`config.mk`:
```
export PLATFORM = sky130hd
export DESIGN_NAME = heichips25_proj_sel_ctrl
export DESIGN_NICKNAME = d
export VERILOG_FILES = /design/src/rtl/heichips25_proj_sel_pkg.sv /design/src/rtl/heichips25_cycle_timer.sv /design/src/rtl/heichips25_proj_sel_ctrl.sv
export SDC_FILE = /design/constraint.sdc
export NUM_CORES = 1
export LEC_CHECK = 0
export ABC_AREA = 1
export BUFFER_PORTS_ARGS = -buffer_cell sky130_fd_sc_hd__buf_2
export CORE_MARGIN = 2
export CORE_UTILIZATION = 56
export CTS_CLUSTER_SIZE = 28
export DETAILED_ROUTE_END_ITERATION = 16
export PLACE_DENSITY = 0.89
export SYNTH_ARGS = -nofsm -noshare
export SYNTH_HDL_FRONTEND = slang
export SYNTH_SLANG_ARGS = --single-unit
```
`constraint.sdc`:
```
create_clock -name clk -period 3.5 [get_ports clk]
set_input_delay 0.525 -clock clk [delete_from_list [all_inputs] [get_ports clk]]
set_output_delay 0.525 -clock clk [all_outputs]
set_load 0.005 [all_outputs]
```
`src/rtl/heichips25_proj_sel_pkg.sv`:
```
// rtl/heichips25_proj_sel_pkg.sv - shared types and helpers for the project select controller
package heichips25_proj_sel_pkg;

  // Controller phases: RUN owns the pads, GATE isolates them, RESET holds the new project in reset
  typedef enum logic [1:0] {
    ST_RUN   = 2'd0,
    ST_GATE  = 2'd1,
    ST_RESET = 2'd2
  } state_t;

  // Width of the shared phase counter: must hold the larger of the two window lengths
  function automatic int cnt_width(input int guard_cycles, input int rst_cycles);
    int m;
    m = (guard_cycles > rst_cycles) ? guard_cycles : rst_cycles;
    return $clog2(m + 1);
  endfunction

endpackage

```
`src/rtl/heichips25_cycle_timer.sv`:
```
// rtl/heichips25_cycle_timer.sv - loadable down-counter with done flag
module heichips25_cycle_timer #(
  parameter int CNT_W   = 4,
  parameter int RST_VAL = 8
) (
  input  logic             clk,
  input  logic             rst,
  input  logic             load,
  input  logic [CNT_W-1:0] load_val,
  output logic             done
);

  logic [CNT_W-1:0] r_count;

  // Count down to zero and stop there; a load always restarts the window
  always_ff @(posedge clk) begin
    if (rst) begin
      r_count <= CNT_W'(RST_VAL);
    end else if (load) begin
      r_count <= load_val;
    end else if (r_count != '0) begin
      r_count <= r_count - 1'b1;
    end
  end

  // Done on the last cycle of the window so the owner can switch phase on the next edge
  assign done = (r_count <= CNT_W'(1));

endmodule

```
`src/rtl/heichips25_proj_sel_ctrl.sv`:
```
// rtl/heichips25_proj_sel_ctrl.sv - pad sharing controller; optional HEICHIPS25_PROJ_SEL_LOCK_EN adds sel_lock
module heichips25_proj_sel_ctrl
  import heichips25_proj_sel_pkg::*;
#(
  parameter  int NUM_PROJ     = 2,
  parameter  int GUARD_CYCLES = 4,
  parameter  int RST_CYCLES   = 8,
  localparam int SEL_W        = $clog2(NUM_PROJ)
) (
  input  logic                clk,
  input  logic                rst,
`ifdef HEICHIPS25_PROJ_SEL_LOCK_EN
  input  logic                sel_lock,
`endif
  input  logic                sel_req_valid,
  input  logic [SEL_W-1:0]    sel_req_id,
  output logic                sel_req_ready,
  output logic [NUM_PROJ-1:0] proj_ena,
  output logic [NUM_PROJ-1:0] proj_rst_n,
  output logic [SEL_W-1:0]    active_id,
  output logic                out_en,
  output logic                busy,
  output logic                err_bad_id
);

  localparam int               CNT_W    = cnt_width(GUARD_CYCLES, RST_CYCLES);
  localparam logic [CNT_W-1:0] GUARD_LD = CNT_W'(GUARD_CYCLES);
  localparam logic [CNT_W-1:0] RST_LD   = CNT_W'(RST_CYCLES);

  state_t                r_state;
  logic [SEL_W-1:0]      r_active_id;
  logic [SEL_W-1:0]      r_next_id;
  logic [NUM_PROJ-1:0]   r_ena;
  logic [NUM_PROJ-1:0]   r_rst_n;
  logic                  r_out_en;
  logic                  r_ready;
  logic                  r_busy;
  logic                  r_err;

  logic                  w_lock;
  logic                  w_accept;
  logic                  w_id_ok;
  logic                  w_done;
  logic                  w_timer_load;
  logic [CNT_W-1:0]      w_timer_val;

`ifdef HEICHIPS25_PROJ_SEL_LOCK_EN
  // Lock is sampled into the registered ready, so it takes effect from the next cycle
  assign w_lock = sel_lock;
`else
  assign w_lock = 1'b0;
`endif

  function automatic logic [NUM_PROJ-1:0] onehot(input logic [SEL_W-1:0] id);
    return NUM_PROJ'(1) << id;
  endfunction

  assign w_accept     = sel_req_valid && r_ready && (r_state == ST_RUN);
  assign w_id_ok      = int'(sel_req_id) < NUM_PROJ;
  assign w_timer_load = (w_accept && w_id_ok) || ((r_state == ST_GATE) && w_done);
  assign w_timer_val  = (r_state == ST_RUN) ? GUARD_LD : RST_LD;

  heichips25_cycle_timer #(
    .CNT_W   (CNT_W),
    .RST_VAL (RST_CYCLES)
  ) u_timer (
    .clk      (clk),
    .rst      (rst),
    .load     (w_timer_load),
    .load_val (w_timer_val),
    .done     (w_done)
  );

  // Phase sequencing with every output registered; the pad mux only changes while gated
  always_ff @(posedge clk) begin
    if (rst) begin
      r_state     <= ST_RESET;
      r_active_id <= '0;
      r_next_id   <= '0;
      r_ena       <= NUM_PROJ'(1);
      r_rst_n     <= '0;
      r_out_en    <= 1'b0;
      r_ready     <= 1'b0;
      r_busy      <= 1'b1;
      r_err       <= 1'b0;
    end else begin
      r_err <= 1'b0;
      case (r_state)
        ST_RUN: begin
          r_ready <= ~w_lock;
          if (w_accept) begin
            if (w_id_ok) begin
              r_state   <= ST_GATE;
              r_next_id <= sel_req_id;
              r_ena     <= '0;
              r_rst_n   <= '0;
              r_out_en  <= 1'b0;
              r_ready   <= 1'b0;
              r_busy    <= 1'b1;
            end else begin
              r_err <= 1'b1;
            end
          end
        end
        ST_GATE: begin
          if (w_done) begin
            r_state     <= ST_RESET;
            r_active_id <= r_next_id;
            r_ena       <= onehot(r_next_id);
          end
        end
        ST_RESET: begin
          if (w_done) begin
            r_state  <= ST_RUN;
            r_rst_n  <= onehot(r_active_id);
            r_out_en <= 1'b1;
            r_ready  <= ~w_lock;
            r_busy   <= 1'b0;
          end
        end
        default: begin
          r_state  <= ST_RESET;
          r_ena    <= onehot(r_active_id);
          r_rst_n  <= '0;
          r_out_en <= 1'b0;
          r_ready  <= 1'b0;
          r_busy   <= 1'b1;
        end
      endcase
    end
  end

  assign sel_req_ready = r_ready;
  assign proj_ena      = r_ena;
  assign proj_rst_n    = r_rst_n;
  assign active_id     = r_active_id;
  assign out_en        = r_out_en;
  assign busy          = r_busy;
  assign err_bad_id    = r_err;

endmodule

```
==> results of run 1 <==
==> cell families (layout without fill, tap and decap cells) <==
kind of cell               after synthesis  after routing
adders and majority gates                2              2
xor gates and xnor gates                 2              2
other                                    1              1
DFF                                     15             15
and+or+nand+nor                         46             46
buffers and inverters                   16             30
AOI/OAI and AO/OA                       15             15
==> state kept, by name, indices dropped and copies added, names as in the netlist <==
| name | flops |
|---|---|
| sel_req_ready | 1 |
| out_en | 1 |
| active_id | 1 |
| busy | 1 |
| proj_ena | 2 |
| proj_rst_n | 2 |
| r_state | 2 |
| u_timer.r_count | 4 |
| r_next_id | 1 |
==> area by class of cell <==
type / count / area [um2]
inverters: 15 / 56.30
well taps: 15 / 18.77
clock buffers: 4 / 26.28
flip-flops and latches: 15 / 300.3
multi-input cells: 66 / 372.9
fillers: 114 / 439.2
repair buffers: 11 / 55.05
==> worst register-to-register path, cell delays in order, from the launching register on <==
cell	delay (ns)
dfxtp_1	0.34
inv_1	0.08
ha_1	0.24
inv_1	0.07
nand2_1	0.08
nand2_2	0.10
inv_2	0.06
nand2_2	0.10
nand2_1	0.11
o21bai_1	0.17
==> power groups by stage <==
| stage | combinational [mW] | sequential [mW] | clock (mW) |
|---|---|---|---|
| 6_report | 0.270 | 0.253 | 0.0986 |
| 3_5_place_dp | 0.265 | 0.257 | 0 |
| 2_1_floorplan | 0.202 | 0.254 | 0 |
| 4_1_cts | 0.270 | 0.254 | 0.0981 |
| 3_3_place_gp | 0.253 | 0.254 | 0 |
| 5_1_grt | 0.303 | 0.260 | 0.104 |
==> metrics by stage <==
step	hold WS [ns]	area, um2	power, mW
6_report	0.4656	829.5	0.6222
5_1_grt	0.5020	829.5	0.6676
4_1_cts	0.4665	829.5	0.6219
3_5_place_dp	0.4519	803.3	0.5218
3_3_place_gp	0.4445	803.3	0.5064
2_1_floorplan	0.4510	737.0	0.4557
==> per-layer routing <==
metal,part of all wire,GRT usage
met5,0,0
met4,0.020,0.07500
met3,0.035,0.03333
met2,0.49,0.3750
met1,0.46,0.2237
==> worst paths after layout <==
check,from,endpoint,slack (ns),cells after the start
max reg2reg,u_timer.r_count[0],u_timer.r_count[3],2.05,9
max,u_timer.r_count[0],u_timer.r_count[3],2.05,9
min reg2reg,out_en,out_en,0.47,2
min,out_en,out_en,0.47,2
==> cells in the final DEF (no fill, tap or decap), drive strengths merged <==
| master | netlist | layout |
|---|---|---|
| or2 | 1 | 1 |
| nand3 | 11 | 11 |
| a21oi | 6 | 6 |
| nand2 | 19 | 19 |
| nor2 | 10 | 10 |
| inv | 15 | 15 |
| xor2 | 2 | 2 |
| o21bai | 1 | 1 |
| buf | 1 | 11 |
| conb | 1 | 1 |
| nand4 | 3 | 3 |
| o21ai | 8 | 8 |
| ha | 2 | 2 |
| dfxtp | 15 | 15 |
| nand3b | 1 | 1 |
| clkbuf | 0 | 4 |
| nor3 | 1 | 1 |
==> results.md, run 1 <==
* Post-synth EDFFs at 0
* Detailed placement HPWL at 1112 um
* Remaining antenna violation count after routing at 0
* Post-synthesis xor/xnor area fraction at 0.02377
* Clock tree root driver cell: clkbuf_4
* CP peak stage delay at 0.34 ns
* P&R area growth vs syn at 12.56%
* # clock sinks at 15
* Post-Syn Nets at a little over 100
* Initial Utilization at 0.5809
* Tcrit/Tclk final at 0.4140
* Data required time at the worst endpoint at 3.67 ns
* Final net count at 118
* CTS tree: built
* Final Worst Setup Slack at 2.051 ns
* Synth Register Bits at 15
* DR iter-0 viols at 15
* Gate power share at 0.435
* Initial DRT Pass Iterations at 4
* Top delay family on crit path: simple AND/OR/NAND/NOR gates
* Clk slew on worst S/H paths at 0.09 ns
* Peak VDD IR at between 0.0004 and 0.0005 V
* Combinational family with the most area after synthesis: simple AND/OR/NAND/NOR gates
* Simple-gate portion of the synthesized area at 0.3277
* Die area at 0.001622 mm2
* Synth Area in Compound Gates at 0.1154
* Layout cells sized above 1 at 0.2613
* Crit Path Class: reg -> reg
* Post-synth top area cell: dfxtp_1
* First-pass GRT wire length at ~2100 um
* Most common library cells after synthesis: 15 x dfxtp_1, 15 x nand2_1, 12 x inv_1, 8 x nand3_1, 7 x nor2_1
* Main synth FF type: dfxtp_1
* Yosys top cell area share at 0.4075
* Power density over cell area at 750.1 mW/mm2
* Slowest CP cell: dfxtp_1
* Synth Area in Adders at 0.03396
* Slew Viols, Final at 0
* GPL Wtd Cong at 0.8141
* Crit path launch type: flop
* FP Rows at 13
* MaxCap Viol Count at 0
* Mux contribution to synthesized area at 0
* Post-synthesis cell type count at 22
* H-tree depth at 1
* Clock skew at 0.009467 ns
* Overflow after GRT at 0
* Avg WL per Cell at around 12 um
* CTS Buf Count at 3
* Sw Ratio at 0.4152
* Via-to-Cell Ratio at slightly above 5
* Synth top area cells: dfxtp_1 41%, nand2_1 7.6%, inv_1 6.1%
* Worst-Skew Late Latency at 0.28 ns
* Setup TNS at 0 ns
* Clk buf depth at 2
* # IOs at 13
* Final hold violations at 0
* Final core utilization at 0.6538
* Status: finished clean
* Fmax achieved at 690.1 MHz
* Post-Place Cells at between 100 and 150
* Mapped cell area at about 740 um2
* Initial antenna violation count at 0
* Final setup viols at 0
* Port bufs at 11
* Core ar. at 0.001269 mm2
* Net Sw Power at around 0.26 mW
* Vias in the first global route at 523
* CP Buf/Inv Count at 3
* CP arrival at 1.62 ns
* Crit path max fanout at 5
* Setup Slack @ Placement at 2.073 ns
* All-layer global routing usage at 0.2007
* Fin crit period at 1.449 ns
* Yosys warns at 0
* Crit-path cells: inv_1 -> ha_1 -> inv_1 -> nand2_1 -> nand2_2 -> inv_2 -> nand2_2 -> nand2_1 -> o21bai_1
* RSZ-0062 raised after global routing: false
* Hold-fix buffers, CTS at 0
* Die Width at 40.28 um
* Residual DRC at 0
* Hold/Removal Path Class: reg -> reg
* Leak Pwr at 0.4028 nW
* Post-CTS Resized at 0
* Post-Layout Cell Count at 126
* Cells after Synth at 97
* Sequential share of power at 0.407
* Postcts setup bufs at 0
* Largest net degree at the start of global routing at 10
* Vias post-DR at between 600 and 700
* Sequential area share after synthesis at 0.4075
* CP Capture Type: flop
* Final WL at ~1500 um
* Async S/R FF share, synth at 0
* Internal at 0.3639 mW
* Antenna Cells at 0
* Clock power share at 0.158
* Avg Cell Area, Syn at ~7.6 um2
* Die H at 40.28 um
Note: power is estimated with default switching activity, not from simulation.
==> run 2, diff against run 1 <==
Settings changed: ABC_AREA 1 to 0, CORE_UTILIZATION 56 to 47, PLACE_DENSITY 0.89 to 0.81.
Clock period 3.5 ns to 1.25 ns, I/O delays scaled along.
==> run 2 against run 1 <==
  * Routed wire length grew 16%
  * Highest routed layer unchanged
  * Combinational power grew to 4.4 times the previous value
  * Critical endpoint is now proj_ena[0]
  * The flow now finishes with violations (setup timing)
  * Global-route usage grew 1.2 points
  * Register-to-register slack lost 2.3 ns
==> results.md, run 2 <==
* P&R area growth vs syn at 47.21%
* MaxCap Viol Count at 0
* Hold path endpoint: r_next_id
* Die H at around 43 um
* Core ar. at about 0.0015 mm2
* Antenna Cells at 0
* Worst setup path start: u_timer.r_count[0]
* CP Buf/Inv Count at 2
* Remaining antenna violation count after routing at 0
* Yosys top cell area share at 0.4181
* Most frequent cell after synthesis: dfxtp_1
* Commonest cells after routing, fill and taps aside: 20 x buf_4, 11 x dfxtp_1, 11 x buf_2
* WHS at about 0.14 ns
* Initial Utilization at 0.4881
* Worst-Skew Late Latency at 0.28 ns
* Hold Path Cell Cnt at 3
* Layout cells sized above 1 at 0.5133
* GPL Wtd Cong at 0.8461
* Pwr Total at 2.188 mW
* Commonest non-fill, non-tap cell in the layout: buf_4
* Port bufs at 11
* Final core utilization at 0.7185
* Worst hold start: sel_req_id
* CP Capture Type: flop
* Clk slew on worst S/H paths at 0.09 ns
* Slowest CP cell: dfxtp_2
* Crit-path cells: inv_2 -> ha_4 -> or2_4 -> a311oi_4 -> buf_4 -> mux2i_1
* Largest net degree at the start of global routing at 17
* Die Width at approximately 43 um
* Peak VDD IR at around 0.0011 V
* RSZ-0062 raised after global routing: true
* Initial antenna violation count at 0
* Worst R2R Path Depth at 6
* Synth Register Bits at 15
* CP arrival at 1.70 ns
* Top reg by flops: u_timer.r_count
* Cells after Synth at 81
* Initial DRT Pass Iterations at 4
* Die area at 0.001857 mm2
* Top delay family on crit path: flip-flops
* Slew Viols, Final at 0
* Clock tree root driver cell: clkbuf_4
* Fmax achieved at 671.3 MHz
* Vias in the first global route at 681
* CTS tree: built
* Mapped cell area at 718.2 um2
* Post-Syn Nets at 87
* FP Rows at 14
* Post-synth top area cell: dfxtp_1
* Main synth FF type: dfxtp_1
* Detailed placement HPWL at around 1200 um
* All-layer global routing usage at 0.2129
* Final hold violations at 0
* # clock sinks at 15
* Sequential area share after synthesis at 0.4181
* CTS Buf Count at 3
* Overflow after GRT at 0
* Crit Path Class: reg -> reg
* Reg-to-reg slack, setup at -0.24 ns
* Final Worst Setup Slack at -0.2397 ns
* Async S/R FF share, synth at 0
* Clock skew at ~0.0018 ns
* Final net count at 120
* Yosys warns at 0
* Synth top area cells: dfxtp_1 42%, a21oi_1 5.6%, nor2_1 5.2%
* Max FFs per register at 4
* Crit path launch type: flop
* Avg WL per Cell at about 13 um
* Power density over cell area at 2070 mW/mm2
* First-pass GRT wire length at roughly 3000 um
* Vias post-DR at 690
* Avg Cell Area, Syn at 8.867 um2
* Setup Slack @ Placement at -0.2070 ns
* Final WL at 1715 um
* # IOs at 13
* Layout fillers at 106
* CP peak stage delay at 0.36 ns
* Leak Pwr at 0.4734 nW
* Status: finished, violations left
* Fin crit period at 1.490 ns
* Final setup viols at 13
* Tcrit/Tclk final at 1.192
* Crit path max fanout at 3
* Most common library cells after synthesis: 15 x dfxtp_1, 10 x nor2_1, 8 x a21oi_1, 6 x nand2_1
* H-tree depth at 1
* Post-synth EDFFs at 0
* Post-synthesis cell type count at 31
* Via-to-Cell Ratio at 5.349
* Worst R2R Start: u_timer.r_count[0]
* Data required time at the worst endpoint at 1.46 ns
* R2R Path End: proj_ena[0]
* Failing checks: setup timing
* Clk buf depth at 2
* Hold/Removal Path Class: in -> reg
* Residual DRC at 0
* DR iter-0 viols at 13
run 2: worst max path at each step:
stage / end / cells after the start
finish: proj_ena[0] / 6
global route: proj_ena[1] / 6
CTS: proj_ena[1] / 6
detailed placement: proj_ena[1] / 6
global placement: proj_ena[1] / 6
floorplan: proj_ena[1] / 6
run 2: cells by family after synthesis:
logic type               Yosys count  share of synthesized area
XOR/XNOR                           2                    0.02439
flip-flops                        15                     0.4181
buffers and inverters              8                    0.05052
adder cells (fa/ha/maj)            2                    0.03484
AND/OR/NAND/NOR                   32                     0.2526
AO/OA/AOI/OAI                     17                     0.1568
multiplexers                       4                    0.05749
other                              1                   0.005221
run 2: power by group:
group	switching (mW)	internal (mW)	total [mW]
clock network	0.157	0.124	0.281
registers	0.0960	0.608	0.704
logic	0.538	0.665	1.20
run 2: metrics by stage:
step                TNS [ns]  cell area [um2]  instances
finish                -1.886             1057        129
global route          -2.623             1057        129
CTS                   -1.703             1031        127
detailed placement    -1.303            924.6        120
global placement     -0.8777            924.6        120
floorplan            -0.2772            750.7         81
run 2: timing repair:
action                                  in CTS  in global routing
resized for setup                           15                  2
endpoints found under the setup margin      14                 14
setup buffers                                3                  2
hold buffers                                 0                  0
pin swaps                                    6                  4
run 2: final cells by class:
class	instances	area, um2	area share
flip-flops and latches	15	305.3	0.2888
multi-input cells	58	474.2	0.4485
well taps	16	20.02	0.01893
repair buffers	32	216.5	0.2047
clock buffers	4	26.28	0.02485
inverters	4	15.01	0.01420
run 2: layer usage:
| layer | wire, um | global-route usage | part of all wire |
|---|---|---|---|
| met1 | 828 | 0.2887 | 0.48 |
| met4 | 10 | 0.09091 | 0.0058 |
| met2 | 812 | 0.3284 | 0.47 |
| met3 | 63 | 0.03830 | 0.037 |
| met5 | 0 | 0 | 0 |
run 2: tightest hold or removal path, delay by kind of cell:
family | cells | cell delay [ns]
buffers and inverters | 1 | 0.10
AND/OR/NAND/NOR | 1 | 0.05
AO/OA/AOI/OAI | 1 | 0.05
==> run 3, diff against run 2 <==
Settings changed: CORE_UTILIZATION 47 to 52, PLACE_DENSITY 0.81 to 0.84, SETUP_SLACK_MARGIN from default to 0.3, SLEW_MARGIN from default to 20.
Clock period 1.25 ns to 1.6 ns, I/O delays scaled along.
==> run 3 against run 2 <==
  * The run now ends clean
  * Die area fell by 8.7%
  * First-iteration DRC count grew 31%
  * Non-clock buffer count shrank 11
  * Routed wire length increased by 13%
  * Setup slack better by 0.31 ns
  * Count of clock-buffer cells in the layout did not move
  * Critical endpoint is now proj_ena[1]
==> results.md, run 3 (synthesis gave the netlist of run 2 again) <==
* Detailed placement HPWL at 1084 um
* Tcrit/Tclk final at 0.9540
* H-tree depth at 1
* FP Rows at 13
* Vias post-DR at 663
* RSZ-0062 raised after global routing: true
* Final net count at 109
* Initial DRT Pass Iterations at 4
* Residual DRC at 0
* Peak VDD IR at around 0.0013 V
* Antenna Cells at 0
* Clock skew at 0.004373 ns
* CP arrival at 1.71 ns
* Clk buf depth at 2
* Leak Pwr at about 0.42 nW
* Largest net degree at the start of global routing at 17
* Remaining antenna violation count after routing at 0
* Vias in the first global route at 607
* Slew Viols, Final at 0
* Crit-path cells: inv_2 -> ha_2 -> or2_4 -> a311oi_4 -> mux2i_1 -> nor2_1
* All-layer global routing usage at 0.2363
* Final setup viols at 0
* Final Worst Setup Slack at 0.07353 ns
* Initial antenna violation count at 0
* DR iter-0 viols at 17
* Final hold violations at 0
* Clk slew on worst S/H paths at ~0.09 ns
* Fmax achieved at 655.1 MHz
* Commonest cells after routing, fill and taps aside: 11 x buf_2, 10 x dfxtp_1, 9 x nor2_1
* Crit path launch type: flop
* Status: finished clean
* Power density over cell area at between 1500 and 2000 mW/mm2
* Setup TNS at 0 ns
* # IOs at 13
* Port bufs at 11
* Die area at 0.001695 mm2
* CP peak stage delay at 0.35 ns
* MaxCap Viol Count at 0
* Top delay family on crit path: flip-flops
* Core ar. at 0.001301 mm2
* Die H at 41.17 um
* Max FFs per register at 4
* CTS tree: built
* # clock sinks at 15
* GPL Wtd Cong at between 0.7 and 0.8
* Hold/Removal Path Class: in -> reg
* Avg WL per Cell at 16.62 um
* Layout cells sized above 1 at 0.5000
* Data required time at the worst endpoint at 1.78 ns
* Final core utilization at 0.7712
* CP Capture Type: flop
* Crit Path Class: reg -> reg
* Die Width at ~41 um
* Initial Utilization at 0.5519
* Worst-Skew Late Latency at 0.28 ns
* First-pass GRT wire length at 2566 um
* Slowest CP cell: dfxtp_2
* Layout fillers at 95
* Hold-fix buffers, CTS at 0
* Setup Slack @ Placement at 0.1405 ns
* P&R area growth vs syn at 39.72%
* Clock tree root driver cell: clkbuf_4
* Final WL at 1945 um
* Top reg by flops: u_timer.r_count
* Via-to-Cell Ratio at 5.667
* Fin crit period at 1.526 ns
* CP Buf/Inv Count at 1
* Commonest non-fill, non-tap cell in the layout: buf_2
* Crit path max fanout at 4
* Overflow after GRT at 0
* CTS Buf Count at 3
==> run 3: power by group <==
part,switching (mW),total [mW],internal (mW)
clock,0.120,0.217,0.0969
combinational,0.407,0.846,0.439
sequential,0.130,0.615,0.484
total,0.658,1.68,1.02
==> run 3: layer usage <==
layer | wire length (um) | part of all wire | vias to the layer above | track usage
met4 | 34 | 0.017 | 0 | 0.09677
li1 | - | - | 321 | -
met5 | 0 | 0 | - | 0
met1 | 914 | 0.47 | 328 | 0.2852
met3 | 40 | 0.021 | 5 | 0.03261
met2 | 955 | 0.49 | 9 | 0.4141
==> run 3: tightest hold or removal path, cell delays in order <==
cell	delay (ns)
buf_2	0.10
nand2_1	0.05
a21oi_1	0.06
==> run 3: area by class of cell <==
cell class | count | area (um2) | share of cell area
clock buffers | 4 | 26.28 | 0.02618
inverters | 4 | 17.52 | 0.01746
multi-input cells | 58 | 489.2 | 0.4875
flip-flops and latches | 15 | 314.1 | 0.3130
well taps | 15 | 18.77 | 0.01870
repair buffers | 21 | 137.6 | 0.1372
==> run 3: final timing paths <==
kind / slack, ns / cells after the start / start / endpoint
worst max-delay path: 0.07 / 6 / u_timer.r_count[1] / proj_ena[1]
worst min-delay path: 0.20 / 3 / sel_req_id / r_next_id
worst max register to register: 0.07 / 6 / u_timer.r_count[1] / proj_ena[1]
worst min register to register: 0.47 / 1 / busy / busy
==> run 3: stage by stage <==
stage / cells / area, um2 / hold WS (ns) / power (mW)
detailed placement: 104 / 807.0 / 0.4486 / 1.099
global route: 117 / 1003 / 0.2216 / 1.752
global placement: 104 / 807.0 / 0.4427 / 1.078
floorplan: 81 / 747.0 / 0.3423 / 0.9625
CTS: 114 / 912.1 / 0.2025 / 1.434
finish: 117 / 1003 / 0.1992 / 1.678
==> run 3: timing repair <==
item / 4_1_cts / 5_1_grt
buffers inserted: 6 / 3
setup endpoints to repair: 11 / 13
pin swaps: 4 / 4
resized for setup: 10 / 17
endpoints found under the hold margin: 0 / 0
